$ cat src/rtl/led_pattern_monitor.sv
// rtl/led_pattern_monitor.sv - receive-side checker for the 12-LED rotating-pattern bus
// Optional dwell-time measurement is enabled by defining LED_PATTERN_MONITOR_DWELL_EN.
module led_pattern_monitor #(
    parameter logic [11:0] BASE_SEQ      = 12'b000011101101,
    parameter int unsigned STABLE_CYCLES = 4
) (
    input  logic        clk,
    input  logic        rst_n,
    input  logic [11:0] led_in,
    output logic [3:0]  step,
    output logic        step_valid,
    output logic        polarity,
    output logic        locked,
    output logic        seq_err,
    output logic [7:0]  err_count,
    output logic [27:0] dwell
);

    localparam logic [7:0] CNT_MAX = 8'(STABLE_CYCLES);
    localparam logic [7:0] CNT_ACC = 8'(STABLE_CYCLES - 1);

    typedef enum logic [1:0] {
        ST_SEARCH,
        ST_TRACK,
        ST_LOCKED
    } state_t;

    state_t      state;
    logic [11:0] s;
    logic [7:0]  cnt;
    logic        accept;
    logic        dec_known;
    logic        dec_pol;
    logic [3:0]  dec_step;
    logic [3:0]  step_next;

    function automatic logic [11:0] rotl12(input logic [11:0] x, input int k);
        logic [23:0] d;
        d = {x, x} << k;
        return d[23:12];
    endfunction

    // accept fires exactly once per stable word; the saturated count blocks re-fire
    assign accept    = (led_in == s) && (cnt == CNT_ACC);
    assign step_next = (step == 4'd11) ? 4'd0 : step + 4'd1;

    always_ff @(posedge clk) begin
        if (!rst_n) begin
            s   <= '0;
            cnt <= '0;
        end else begin
            s <= led_in;
            if (led_in != s) begin
                cnt <= '0;
            end else if (cnt < CNT_MAX) begin
                cnt <= cnt + 8'd1;
            end
        end
    end

    // Scan from the top so the lowest k and polarity 0 take priority.
    always_comb begin
        logic [11:0] r;
        dec_known = 1'b0;
        dec_pol   = 1'b0;
        dec_step  = '0;
        r         = '0;
        for (int k = 11; k >= 0; k--) begin
            r = rotl12(BASE_SEQ, k);
            if (s == ~r) begin
                dec_known = 1'b1;
                dec_pol   = 1'b1;
                dec_step  = 4'(k);
            end
            if (s == r) begin
                dec_known = 1'b1;
                dec_pol   = 1'b0;
                dec_step  = 4'(k);
            end
        end
    end

    always_ff @(posedge clk) begin
        if (!rst_n) begin
            state      <= ST_SEARCH;
            step       <= '0;
            step_valid <= 1'b0;
            polarity   <= 1'b0;
            locked     <= 1'b0;
            seq_err    <= 1'b0;
            err_count  <= '0;
        end else begin
            seq_err <= 1'b0;
            if (accept) begin
                case (state)
                    ST_SEARCH: begin
                        if (dec_known) begin
                            step       <= dec_step;
                            polarity   <= dec_pol;
                            step_valid <= 1'b1;
                            state      <= ST_TRACK;
                        end
                    end
                    ST_TRACK: begin
                        if (!dec_known) begin
                            step_valid <= 1'b0;
                            state      <= ST_SEARCH;
                        end else begin
                            step     <= dec_step;
                            polarity <= dec_pol;
                            if (dec_step == step_next) begin
                                locked <= 1'b1;
                                state  <= ST_LOCKED;
                            end
                        end
                    end
                    ST_LOCKED: begin
                        if (!dec_known || (dec_step != step_next)) begin
                            seq_err <= 1'b1;
                            locked  <= 1'b0;
                            if (err_count != 8'hFF) begin
                                err_count <= err_count + 8'd1;
                            end
                        end
                        if (!dec_known) begin
                            step_valid <= 1'b0;
                            state      <= ST_SEARCH;
                        end else begin
                            step     <= dec_step;
                            polarity <= dec_pol;
                            if (dec_step != step_next) begin
                                state <= ST_TRACK;
                            end
                        end
                    end
                    default: state <= ST_SEARCH;
                endcase
            end
        end
    end

`ifdef LED_PATTERN_MONITOR_DWELL_EN
    localparam logic [27:0] DWELL_MAX = '1;

    logic [27:0] dwell_cnt;

    always_ff @(posedge clk) begin
        if (!rst_n) begin
            dwell_cnt <= '0;
            dwell     <= '0;
        end else if (accept) begin
            dwell_cnt <= '0;
            if (state != ST_SEARCH) begin
                dwell <= (dwell_cnt == DWELL_MAX) ? DWELL_MAX : dwell_cnt + 28'd1;
            end
        end else if (dwell_cnt != DWELL_MAX) begin
            dwell_cnt <= dwell_cnt + 28'd1;
        end
    end
`else
    assign dwell = '0;
`endif

endmodule

$ cat config.mk
export PLATFORM = sky130hd
export DESIGN_NAME = led_pattern_monitor
export DESIGN_NICKNAME = d
export VERILOG_FILES = /design/src/rtl/led_pattern_monitor.sv
export SDC_FILE = /design/constraint.sdc
export NUM_CORES = 1
export LEC_CHECK = 0
export CORE_UTILIZATION = 45
export DETAILED_ROUTE_END_ITERATION = 12
export MAX_ROUTING_LAYER = met4
export PLACE_DENSITY = 0.72
export SLEW_MARGIN = 15
export SYNTH_ARGS = -nofsm -noshare
export SYNTH_HDL_FRONTEND = slang
export SYNTH_SLANG_ARGS = --single-unit
$ cat constraint.sdc
create_clock -name clk -period 5.9 [get_ports clk]
set_input_delay 0.885 -clock clk [delete_from_list [all_inputs] [get_ports clk]]
set_output_delay 0.885 -clock clk [all_outputs]
set_load 0.02 [all_outputs]
## Word level (Yosys, flattened, before mapping)

Index checks and enable logic that the tools add are counted.

| cells by class | value |
|---|---|
| shift-type cells | 0 |
| div/mod/pow operators | 0 |
| reductions and logical operators | 15 |
| multiplexer cells | 86 |
| multipliers | 0 |
| equality and inequality tests | 40 |
| $lt $le $gt $ge | 1 |
| bitwise gates (word level) | 1 |
| add/sub/neg operators | 3 |

Operators with widths:

| operator | count |
|---|---|
| 12-bit equality test, second input constant | 12 |
| 4-bit two-way mux | 25 |
| 12-bit by 11-bit equality test with 1-bit output, second input constant | 6 |
| 1-bit two-way mux | 53 |
| 12-bit by 10-bit equality test with 1-bit output, second input constant | 3 |
| 12-bit by 9-bit equality test with 1-bit output, second input constant | 2 |
| 8-bit by 1-bit adder with 8-bit output, second input constant | 2 |
| 12-bit equality test | 1 |
| 12-bit by 8-bit equality test with 1-bit output, second input constant | 1 |
| 12-bit inequality test | 1 |
| 4-bit AND reduction | 3 |
| 2-bit two-way mux | 5 |
| 2-bit inequality test, second input constant | 5 |
| 8-bit by 2-bit equality test with 1-bit output, second input constant | 1 |
| 8-bit by 3-bit less-than comparator with 1-bit output, second input constant | 1 |
| 8-bit inequality test, second input constant | 1 |
| 3-bit inequality test, second input constant | 2 |
| 2-bit one-hot mux with 3 select lines | 1 |
| 3-bit AND reduction | 2 |
| 5-bit AND reduction | 1 |
| 4-bit by 1-bit adder with 4-bit output, second input constant | 1 |
| 4-bit equality test | 1 |
| 4-bit equality test, second input constant | 1 |
| 4-bit inequality test | 1 |
| 11 further kinds | 14 |

| storage, ports and cells | value |
|---|---|
| bits in latches | 0 |
| register bits | 38 |
| word-level logic and storage cells | 155 |
| bits in writable memories | 0 |
| ROM bits | 0 |
| memories | 0 |

## Logic depth before layout (Yosys ltp)

| depth | value |
|---|---|
| word-level depth | 29 |
| mapped depth | 11 |
| depth with buffers taken out | 9 |

## Least setup slack after synthesis

No wires, ideal clock.

| timing | value |
|---|---|
| kind | flip-flop to flip-flop |
| from | reg s[2] |
| to | reg err_count[3] |
| period minus slack after synthesis | 2.729 ns |
| slack | 3.171 ns |
| data required time | 5.829 ns |
| cell stages (with the launch flop) | 12 |
| arrival | 2.659 ns |
| cell sequence | dfxtp_1 > buf_4 > and4bb_1 > nand4_1 > nand2_1 > or4_1 > or3_1 > xor2_2 > o311ai_4 > buf_6 > or3_1 > a21oi_1 |

| on the way | value |
|---|---|
| longest elaborated chain between the ends | 28 |
| elaborated cells on any way between the ends | 78 |
| those cells by class | eq/ne (26); mux (48); reduce/logical (4) |

RTL lines:

| element | RTL line | source |
|---|---|---|
| start: declaration | 29 | `logic [11:0] s;` |
| start signal: assignment | 52 | `s <= led_in;` |
| 12-bit by 11-bit equality test with 1-bit output | 70 | `if (s == ~r) begin` |
| 4-bit two-way mux or 1-bit two-way mux (tied branches) | 70 |  |
| 4-bit two-way mux or 1-bit two-way mux (tied branches) | 75 | `if (s == r) begin` |
| 4-bit two-way mux or 1-bit two-way mux (tied branches) | 70 |  |
| 4-bit two-way mux or 1-bit two-way mux (tied branches) | 75 |  |
| 4-bit two-way mux or 1-bit two-way mux (tied branches) | 70 |  |
| 4-bit two-way mux or 1-bit two-way mux (tied branches) | 75 |  |
| 4-bit two-way mux or 1-bit two-way mux (tied branches) | 70 |  |
| [12 not listed] | n/a |  |
| 4-bit two-way mux or 1-bit two-way mux (tied branches) | 75 |  |
| 4-bit two-way mux or 1-bit two-way mux (tied branches) | 70 |  |
| 4-bit two-way mux or 1-bit two-way mux (tied branches) | 75 |  |
| 4-bit two-way mux or 1-bit two-way mux (tied branches) | 70 |  |
| 4-bit two-way mux or 1-bit two-way mux (tied branches) | 75 |  |
| 4-bit inequality test or 1-bit logical NOT (tied branches) | n/a |  |
| 1-bit logical OR | 118 | `if (!dec_known \|\| (dec_step != step_next)) begin` |
| 4-bit AND reduction (no line) (*) | n/a |  |
| end signal: assignment | 122 | `err_count <= err_count + 8'd1;` |
| end: declaration | 15 | `output logic [7:0] err_count,` |

Every way passes the cells marked *; elsewhere a longest branch is shown, timed or not.
A chain may end at the register's enable or synchronous reset.

## Worst setup path in the final report

| timing | value |
|---|---|
| from | reg s[9] |
| to | reg err_count[0] |

The elaborated chain is that of the path after synthesis.

==> key figures <==
Power and ir drop
  • Leak: 0.00108 µW
  • Maximum vdd drop: 0.000122 V
  • Pwr Density: 172 mW/mm²

Critical path
  • Slowest stage delay, CP: 0.59 ns
  • Worst-path fanout max: 14
  • Crit path required time: 6.08 ns
  • Internal reg-to-reg setup slack: 2.58 ns
  • CP Launch Point: s[9]
  • Worst r2r src: s[9]
  • Setup crit start kind: flop
  • Worst-case reg-to-reg path depth: 9
  • Kind of end point of the critical path: flop
  • Arrival time worst endpoint: 3.50 ns
  • CP dominant cell by count: nor2b_1
  • Worst path slowest cell: o311ai_4
  • Type of the worst setup path: reg2reg
  • Critical R2R Capture: err_count[0]
  • Crit-path cells: nor2b_1, nand2_1, o41ai_1, nor4_2, nand4_1, clkinv_1, o311ai_4, nor2b_1, mux2i_1

Cells and area
  • Commonest non-fill, non-tap cell in the layout: dfxtp_1
  • Most frequent cells in the layout: 38 x dfxtp_1, 29 x clkdlybuf4s50_1, 28 x nand2_1, 28 x conb_1, 23 x and2_1
  • Fillers: 585
  • Layout Nets: 368
  • Share of cells above drive strength 1: 4.89%
  • # diodes: 0
  • Finished Layout Cells: 423
  • Area delta synth->final: 10.2%

Placed design
  • Placed cell count: 415
  • IO Port Bufs: 29
  • Worst slack at placement: 2.47 ns
  • DPL Wire Length: 4430 µm
  • Final GP Congestion: 0.961

Drt
  • TritonRoute pass-1 iters: 5
  • Final wirelength: 5880 µm
  • Via count: 2,388
  • Drt via density: 5.65
  • Initial drt markers: 174
  • DRC viols: 0
  • DRT antenna net count: 0
  • Drt wl/cell: 13.9 µm

Timing
  • Fin crit share: 56.3%
  • RSZ-0062 raised after global routing: no
  • Setup ws final: 2.58 ns
  • Worst Skew: 0.00276 ns
  • Final Hold Viols: 0
  • Final Max Slew Viols: 0
  • Worst slew pin tran: 0.832 ns
  • Setup TNS: 0 ns
  • Slew HR: 44.0%
  • Min Tclk post-route: 3.32 ns
  • Max Freq: 301 MHz
  • Finish-stage setup viols: 0

Synth
  • Register area share after synthesis: 27.8%
  • Synth Area in Adders: 3.20%
  • Multiplexer area fraction after synthesis: 2.56%
  • Netlist cell types: 54
  • Cells after Synth: 328
  • Cell Area, Synth: 0.00274 mm²
  • Avg Cell Area, Syn: 8.35 µm²
  • XOR/XNOR Fraction of Synth Area: 5.71%
  • Compound-Gate Fraction of Synth Area: 10.6%
  • Number of enable flip-flop cells after synthesis: 0
  • Largest cells by area after synthesis: dfxtp_1 28%, buf_4 8.5%, and2_1 5.3%, nor4bb_1 4.8%, nand4_1 4.6%
  • Main synth FF type: dfxtp_1
  • Synth warn: 0
  • FFs w/ async S/R, synth: 0%
  • Simple-gate share of the synthesized area: 38.2%
  • Cell taking the most area after synthesis: dfxtp_1
  • Yosys reg bits: 38
  • Synth top area share: 27.8%
  • Combinational family with the most area after synthesis: simple AND/OR/NAND/NOR gates

Min path
  • Hold WC Path Type: reg2reg
  • Hold depth: 1
  • Hold Startpoint: cnt[3]
  • Hold path endpoint: cnt[3]

Clock tree
  • Cts bufs inserted: 5
  • Sink Count: 38
  • Clk slew on worst S/H paths: 0.07 ns
  • # hold bufs at CTS: 0
  • Clock Latency Late Sink: 0.29 ns
  • Bufs on Longest Clock Path: 2
  • H-tree levels: 2
  • Post_cts resized: 0
  • Setup bufs post-CTS: 0
  • Clock root cell: clkbuf_8
  • CTS tree: built

Global route
  • Largest net degree at the start of global routing: 25
  • Vias in the first global route: 2,066
  • GRT overflow: 0
  • Initial antenna violation count: 0
  • First-pass GRT wire length: 9970 µm
  • Overall routing resource usage: 20.6%

Floorplan
  • I/O Pins: 58
  • Core area: 0.00589 mm²
  • Die H: 80.0 µm
  • # rows: 28
  • Die ar.: 0.00640 mm²
  • Initial core utilization: 46.5%
  • Die W: 80.0 µm

Run status
  • Status: complete, no violations

Run
  • Max cap viols: 0
[logic make-up (layout without fill, tap and decap cells)]
logic type / after synthesis / count (layout)
simple gates: 169 / 169
buf+inv: 50 / 43
compound gates: 39 / 39
flops: 38 / 38
xor+xnor: 17 / 17
fa+ha+maj: 7 / 7
mux: 7 / 7
other cells: 1 / 28
[synth_stat cells, drive strengths merged, types with 4 or more instances]
library cell	count
and2	23
nand4	20
nor2b	9
nand2b	4
nor4b	4
nor4	5
nand2	28
or3	7
dfxtp	38
nor2	20
a211oi	4
ha	7
nor4bb	13
buf	41
mux2i	7
inv	5
nand3	10
a21oi	9
o211ai	5
xnor2	14
nor3	6
o21ai	5
[per-stage QoR]
stage | area [µm²] | util (%) | power [µW] | hold slack, ns
final | 3020 | 51.3 | 520 | 0.462
after global placement | 2920 | 49.7 | 340 | 0.444
after global routing | 3020 | 51.3 | 548 | 0.479
after floorplan | 2840 | - | 337 | 0.431
after CTS | 3020 | 51.3 | 527 | 0.466
after detailed placement | 2920 | 49.7 | 339 | 0.446
[worst max-delay path by stage]
stage | endpoint | cells after the start | slack, ns
2_1_floorplan | err_count[3] | 11 | 3.17
3_3_place_gp | cnt[1] | 4 | 2.49
3_5_place_dp | cnt[1] | 4 | 2.47
4_1_cts | err_count[0] | 9 | 2.62
5_1_grt | err_count[0] | 9 | 2.28
6_report | err_count[0] | 9 | 2.58
[where the power goes]
group / switching (µW) / internal [µW]
combinational: 35.2 / 24.4
clock: 91.3 / 93.8
sequential: 14.2 / 261
total: 141 / 379
[cell type report]
type | instances | area [µm²] | area share (%)
clock inverter | 2 | 12.5 | 0.414
multi-input combinational | 267 | 1760 | 58.2
clock buffer | 6 | 82.6 | 2.74
timing repair buffer | 29 | 290 | 9.61
sequential | 38 | 761 | 25.2
inverter | 6 | 22.5 | 0.746
tap | 75 | 93.8 | 3.11
[flip-flops by register name, summed over array words and instances, names as in the netlist]
name	cells
locked	1
cnt	8
seq_err	1
state	2
err_count	8
polarity	1
s	12
step	4
step_valid	1
[worst max-delay path, delay by kind of cell, from the launching register on]
| kind | cells | cell delay [ns] |
|---|---|---|
| mux | 1 | 0.15 |
| flops | 1 | 0.56 |
| buf+inv | 1 | 0.25 |
| compound gates | 2 | 1.09 |
| simple gates | 5 | 1.15 |
[layer usage]
layer | global-route usage [%] | wire, µm
met3 | 4.91 | 419
met4 | 7.68 | 113
met5 | - | 0
met1 | 27.8 | 2770
met2 | 29.7 | 2580
Power figures use the tool's default switching activity.
